`src/rtl/div_ctrl.sv`:
```
// div_ctrl: 32-bit signed restoring divider sequencer.
// The divider works on operand magnitudes and fixes up the signs at the end.
// It produces the quotient (LO) and the remainder (HI) with fixed 35-edge latency.
// Division truncates toward zero, so the remainder takes the dividend's sign.
module div_ctrl (
    input  logic        clk,
    input  logic        reset,
    input  logic        start,
    input  logic        flush,
    input  logic [31:0] dividend,
    input  logic [31:0] divisor,
    output logic [31:0] hi_out,
    output logic [31:0] lo_out,
    output logic        hi_w,
    output logic        lo_w,
    output logic        busy,
    output logic        done,
    output logic        div_zero
);

    typedef enum logic [2:0] {
        ST_IDLE  = 3'd0,
        ST_CHECK = 3'd1,
        ST_RUN   = 3'd2,
        ST_FIX   = 3'd3,
        ST_FIN   = 3'd4,
        ST_ERR   = 3'd5
    } state_t;

    // Two's-complement magnitude; 0x80000000 maps to itself, read as unsigned 2^31.
    function automatic logic [31:0] abs32(input logic [31:0] v);
        if (v[31]) begin
            abs32 = 32'd0 - v;
        end else begin
            abs32 = v;
        end
    endfunction

    // Conditional two's-complement negation used for the final sign fix-up.
    function automatic logic [31:0] neg_if(input logic [31:0] v, input logic n);
        if (n) begin
            neg_if = 32'd0 - v;
        end else begin
            neg_if = v;
        end
    endfunction

    state_t      state_r;
    logic [4:0]  cnt_r;
    logic [31:0] dvd_r;      // dividend magnitude captured at start
    logic [31:0] dvs_r;      // divisor magnitude captured at start
    logic        sgn_dvd_r;  // remainder must be negated
    logic        sgn_quo_r;  // quotient must be negated
    logic [31:0] rem_r;      // partial remainder
    logic [31:0] quo_r;      // dividend bits shift out of the top; quotient bits shift in at the bottom
    logic [31:0] hi_r;
    logic [31:0] lo_r;
    logic        hi_w_r;
    logic        lo_w_r;
    logic        busy_r;
    logic        done_r;
    logic        div_zero_r;

    logic [32:0] rem_shift_s;
    logic        ge_s;
    logic [31:0] rem_sub_s;
    logic [31:0] rem_next_s;

    // One restoring step: shift in the next dividend bit, then trial-subtract the divisor.
    // When the subtraction is kept, the true difference is below 2^31.
    // So a 32-bit wrap-around subtract gives the exact result.
    always_comb begin
        rem_shift_s = {rem_r, quo_r[31]};
        ge_s        = (rem_shift_s >= {1'b0, dvs_r});
        rem_sub_s   = rem_shift_s[31:0] - dvs_r;
        if (ge_s) begin
            rem_next_s = rem_sub_s;
        end else begin
            rem_next_s = rem_shift_s[31:0];
        end
    end

    // Control FSM, datapath registers and registered output strobes.
    always_ff @(posedge clk or negedge reset) begin
        if (!reset) begin
            state_r    <= ST_IDLE;
            cnt_r      <= 5'd0;
            dvd_r      <= 32'd0;
            dvs_r      <= 32'd0;
            sgn_dvd_r  <= 1'b0;
            sgn_quo_r  <= 1'b0;
            rem_r      <= 32'd0;
            quo_r      <= 32'd0;
            hi_r       <= 32'd0;
            lo_r       <= 32'd0;
            hi_w_r     <= 1'b0;
            lo_w_r     <= 1'b0;
            busy_r     <= 1'b0;
            done_r     <= 1'b0;
            div_zero_r <= 1'b0;
        end else if (flush) begin
            // Cancel: back to idle without any strobe; results already written stay put.
            state_r    <= ST_IDLE;
            cnt_r      <= 5'd0;
            hi_w_r     <= 1'b0;
            lo_w_r     <= 1'b0;
            busy_r     <= 1'b0;
            done_r     <= 1'b0;
            div_zero_r <= 1'b0;
        end else begin
            hi_w_r     <= 1'b0;
            lo_w_r     <= 1'b0;
            done_r     <= 1'b0;
            div_zero_r <= 1'b0;
            case (state_r)
                ST_IDLE: begin
                    if (start) begin
                        dvd_r     <= abs32(dividend);
                        dvs_r     <= abs32(divisor);
                        sgn_dvd_r <= dividend[31];
                        sgn_quo_r <= dividend[31] ^ divisor[31];
                        busy_r    <= 1'b1;
                        state_r   <= ST_CHECK;
                    end else begin
                        busy_r    <= 1'b0;
                        state_r   <= ST_IDLE;
                    end
                end
                ST_CHECK: begin
                    if (dvs_r == 32'd0) begin
                        done_r     <= 1'b1;
                        div_zero_r <= 1'b1;
                        state_r    <= ST_ERR;
                    end else begin
                        cnt_r   <= 5'd0;
                        rem_r   <= 32'd0;
                        quo_r   <= dvd_r;
                        state_r <= ST_RUN;
                    end
                end
                ST_RUN: begin
                    rem_r <= rem_next_s;
                    quo_r <= {quo_r[30:0], ge_s};
                    if (cnt_r == 5'd31) begin
                        state_r <= ST_FIX;
                    end else begin
                        cnt_r   <= cnt_r + 5'd1;
                        state_r <= ST_RUN;
                    end
                end
                ST_FIX: begin
                    hi_r    <= neg_if(rem_r, sgn_dvd_r);
                    lo_r    <= neg_if(quo_r, sgn_quo_r);
                    done_r  <= 1'b1;
                    hi_w_r  <= 1'b1;
                    lo_w_r  <= 1'b1;
                    state_r <= ST_FIN;
                end
                ST_FIN: begin
                    busy_r  <= 1'b0;
                    state_r <= ST_IDLE;
                end
                ST_ERR: begin
                    busy_r  <= 1'b0;
                    state_r <= ST_IDLE;
                end
                default: begin
                    busy_r  <= 1'b0;
                    state_r <= ST_IDLE;
                end
            endcase
        end
    end

    assign hi_out   = hi_r;
    assign lo_out   = lo_r;
    assign hi_w     = hi_w_r;
    assign lo_w     = lo_w_r;
    assign busy     = busy_r;
    assign done     = done_r;
    assign div_zero = div_zero_r;

endmodule

```
`config.mk`:
```
export PLATFORM = sky130hd
export DESIGN_NAME = div_ctrl
export DESIGN_NICKNAME = d
export VERILOG_FILES = /design/src/rtl/div_ctrl.sv
export SDC_FILE = /design/constraint.sdc
export NUM_CORES = 1
export LEC_CHECK = 0
export BUFFER_PORTS_ARGS = -buffer_cell sky130_fd_sc_hd__buf_2
export CORE_MARGIN = 4
export CORE_UTILIZATION = 54
export CTS_CLUSTER_DIAMETER = 50
export DETAILED_ROUTE_END_ITERATION = 8
export GPL_TIMING_DRIVEN = 0
export PLACE_DENSITY = 0.78
export SKIP_LAST_GASP = 1
export SLEW_MARGIN = 20
export SYNTH_ARGS = -nofsm -noshare
export SYNTH_HDL_FRONTEND = slang
export SYNTH_SLANG_ARGS = --single-unit
export TNS_END_PERCENT = 5
```
`constraint.sdc`:
```
create_clock -name clk -period 3.1 [get_ports clk]
set_input_delay 0.31 -clock clk [delete_from_list [all_inputs] [get_ports clk]]
set_output_delay 0.31 -clock clk [all_outputs]
set_load 0.005 [all_outputs]
```
==> summary.md <==
| Metric | Value |
|---|---|
| Crit end category | `flip-flop` |
| Setup WS post-layout | `-0.2206 ns` |
| Hold Vio Cnt, Final | `0` |
| PortBufs | `136` |
| Die H | `159.1 um` |
| Tcrit/Tclk final | `1.071` |
| Setup violators final | `9` |
| Global-route wire length before repair | `53.58 mm` |
| Sequential power share | `0.330` |
| DR WL/cell | `18.02 um` |
| # clock sinks | `206` |
| Die Wd | `159.1 um` |
| Failing checks | `negative setup slack` |
| Final instance area | `14420 um2` |
| Post-synth net total | `1485` |
| Post-Route WL | `33.21 mm` |
| Max cap viols | `0` |
| Layout cells sized above 1 | `0.1566` |
| Row cnt | `55` |
| Residual DRC count | `0` |
| Static leakage | `6.630 nW` |
| Post-Syn Area | `12330 um2` |
| Initial core utilization | `0.5463` |
| Synth unique cells | `62` |
| Yosys warns | `0` |
| Highest ir drop seen on vdd | `0.0004487 V` |
| Initial antenna violation count | `1` |
| Sw Share | `0.4315` |
| NumNets Final | `1651` |
| Mapped Cells | `1378` |
| Switch Pwr | `0.006114 W` |
| Htree depth | `1` |
| Post-synth EDFFs | `0` |
| TritonCTS clock tree | `yes` |
| DP Worst Slack | `-0.6259 ns` |
| Global-route usage over all layers | `0.2524` |
| HP Class | `primary input to flip-flop` |
| RSZ-0062 raised after global routing | `true` |
| Post-route antenna net violation count | `0` |
| CTS Root Cell | `clkbuf_16` |
| Max-slew violation count | `0` |
| Post-synth top flop | `dfrtp_1` |
| Core box area | `22570 um2` |
| Vias in the first global route | `10.33k` |
| Count leader, synth | `dfrtp_1` |
| Syn Area/Cell | `8.949 um2` |
| Die area | `25320 um2` |
| Total power | `0.01417 W` |
| Clock power share | `0.180` |
| Top cells by count, synth | `dfrtp_1, o21ai_0, nand2_1` |
| Period minus WS final | `3.321 ns` |
| Pwr Density | `982.6 nW/um2` |
| Clock Tree Buf Depth | `3` |
| Area Growth Syn to Fin | `16.91%` |
| Top cells by area, synth | `dfrtp_1, xor2_1, o21ai_0, a21oi_1, mux2i_1` |
| Drt first pass iters | `5` |
| Async SR Flop Fraction | `1.000` |
| Layout Utilization | `0.6387` |
| Largest net degree at the start of global routing | `101` |
| Num CTS Buffers | `23` |
| Skew-Pair Late Insertion Delay | `0.51 ns` |
| Dpl hpwl | `25.24 mm` |
| 1st-iter DRT viols | `674` |
| Gr ovfl total | `0` |
| DR vias | `10.76k` |
| Clock Skew | `0.01035 ns` |
| Outcome | `complete, but fails checks` |
| Via-per-instance ratio | `5.840` |
| Internal power | `0.008053 W` |
| GPL Wtd Cong | `0.9432` |
| Placed cell areas | `13450 um2` |
| Reg clk slew, reported paths | `0.06 ns` |
| Dominant cell type by area after synthesis | `dfrtp_1` |
| # IOs | `137` |
| Post-synth top area share | `0.4180` |
| Critical path class | `flip-flop to flip-flop` |
| Max Clk Rate | `301.2 MHz` |
| Flops & latches, synth | `206` |
| Slew headroom | `0.5429` |
| Combinational share of power | `0.490` |
| Part of the Yosys area used for sequential elements | `0.4180` |
| Max FO, Critical Path | `5` |
| N_diodes | `0` |
| Worst Max-Slew Pin Slew | `0.6857 ns` |
| Arrival @ worst endpoint | `3.72 ns` |
| Critical path required time | `3.50 ns` |
| Startpoint Class | `flip-flop` |
-- repair_timing --
action                                  4_1_cts  5_1_grt
hold buffers                                  1        0
setup buffers                                 2        5
cloned                                        0        0
pin swaps                                     2        6
endpoints found under the setup margin       39       43
resized for setup                             5       45
hold endpoints to repair                     91        0
-- power by group through the flow --
stage                     Combinational [W]  Sequential [W]  Clock (W)
after detailed placement            0.00641         0.00466          0
after global placement              0.00627         0.00460          0
after global routing                0.00773         0.00480    0.00270
after floorplan                     0.00474         0.00433          0
after CTS                           0.00653         0.00461    0.00257
final                               0.00695         0.00467    0.00254
-- flip-flops by register name (all words and copies together), names as in the netlist --
signal     flops
busy           1
cnt_r          5
div_zero       1
done           1
dvd_r         32
dvs_r         32
hi_out        32
lo_out        32
lo_w           1
quo_r         32
rem_r         32
sgn_dvd_r      1
sgn_quo_r      1
state_r        3
-- cell families (layout without fill, tap and decap cells) --
kind of cell | Yosys count | after routing | synth area share
AOI/OAI and AO/OA | 409 | 409 | 0.1989
adders and majority gates | 39 | 39 | 0.04018
muxes | 59 | 59 | 0.04840
buffers and inverters | 122 | 302 | 0.04028
DFF | 206 | 206 | 0.4180
xor gates and xnor gates | 147 | 147 | 0.1044
and+or+nand+nor | 396 | 396 | 0.1499
-- layer usage --
metal | GRT usage | routed length [um] | up-vias
met1 | 0.3813 | 15720 | 5130
met4 | 0.05838 | 665 | 2
met5 | 0 | 7 | -
met3 | 0.04349 | 2353 | 54
met2 | 0.3828 | 14460 | 332
li1 | - | - | 5245
-- cells in the final DEF, fill, tap and decap left out, types with 11 or more instances in the layout --
master / count
nand2_1: 139
dfrtp_1: 200
xnor2_1: 23
inv_1: 51
or3_1: 14
nand3_1: 13
buf_2: 135
mux2i_1: 54
or4_1: 19
o41ai_1: 19
a21o_1: 16
clkbuf_1: 54
ha_1: 28
buf_4: 11
nor4_1: 17
a32oi_1: 12
o21ai_1: 12
clkbuf_16: 23
o31ai_1: 40
nor2_1: 129
a21oi_1: 127
o21ai_0: 140
xor2_1: 124
-- per-stage QoR --
step           TNS (ns)  std cells  hold slack, ns
2_1_floorplan  -0.05527       1378         0.01441
3_3_place_gp    -340.55       1799          0.4670
3_5_place_dp     -13.78       1801          0.1600
4_1_cts          -4.251       1843         0.05281
5_1_grt          -2.617       1843         0.07126
6_report        -0.8270       1843         0.06456
-- worst max-delay path, cell delays in order (launching register included) --
cell     delay [ns]
dfrtp_2        0.40
inv_1          0.07
ha_1           0.17
or3b_4         0.39
or4_4          0.45
or3_4          0.40
or4_4          0.47
or3_4          0.38
o31ai_4        0.22
xor2_1         0.17
a21oi_1        0.08
-- layout make-up --
class                           count  area (um2)
Clock buffer                       32       649.4
Clock inverter                      7       51.30
Multi-Input combinational cell   1050        6899
Tap cell                          285       356.6
Sequential cell                   206        5162
Fill cell                        1911        8154
Timing Repair Buffer              146       808.3
Inverter                           51       191.4
Buffer                             66       299.0
-- final timing paths --
path | endpoint | cells past startpoint | startpoint | slack (ns)
max | lo_out[28]$_DFFE_PN0P_ | 10 | quo_r[0]$_DFFE_PN0P_ | -0.22
min | busy$_DFFE_PN0P_ | 3 | start | 0.06
max reg2reg | lo_out[28]$_DFFE_PN0P_ | 10 | quo_r[0]$_DFFE_PN0P_ | -0.22
min reg2reg | cnt_r[3]$_DFFE_PN0P_ | 1 | cnt_r[3]$_DFFE_PN0P_ | 0.48
max in group asynchronous | quo_r[0]$_DFFE_PN0P_ | 3 | reset | 2.08
min in group asynchronous | hi_out[13]$_DFFE_PN0P_ | 2 | reset | 0.23
(Power assumes the default switching activity.)
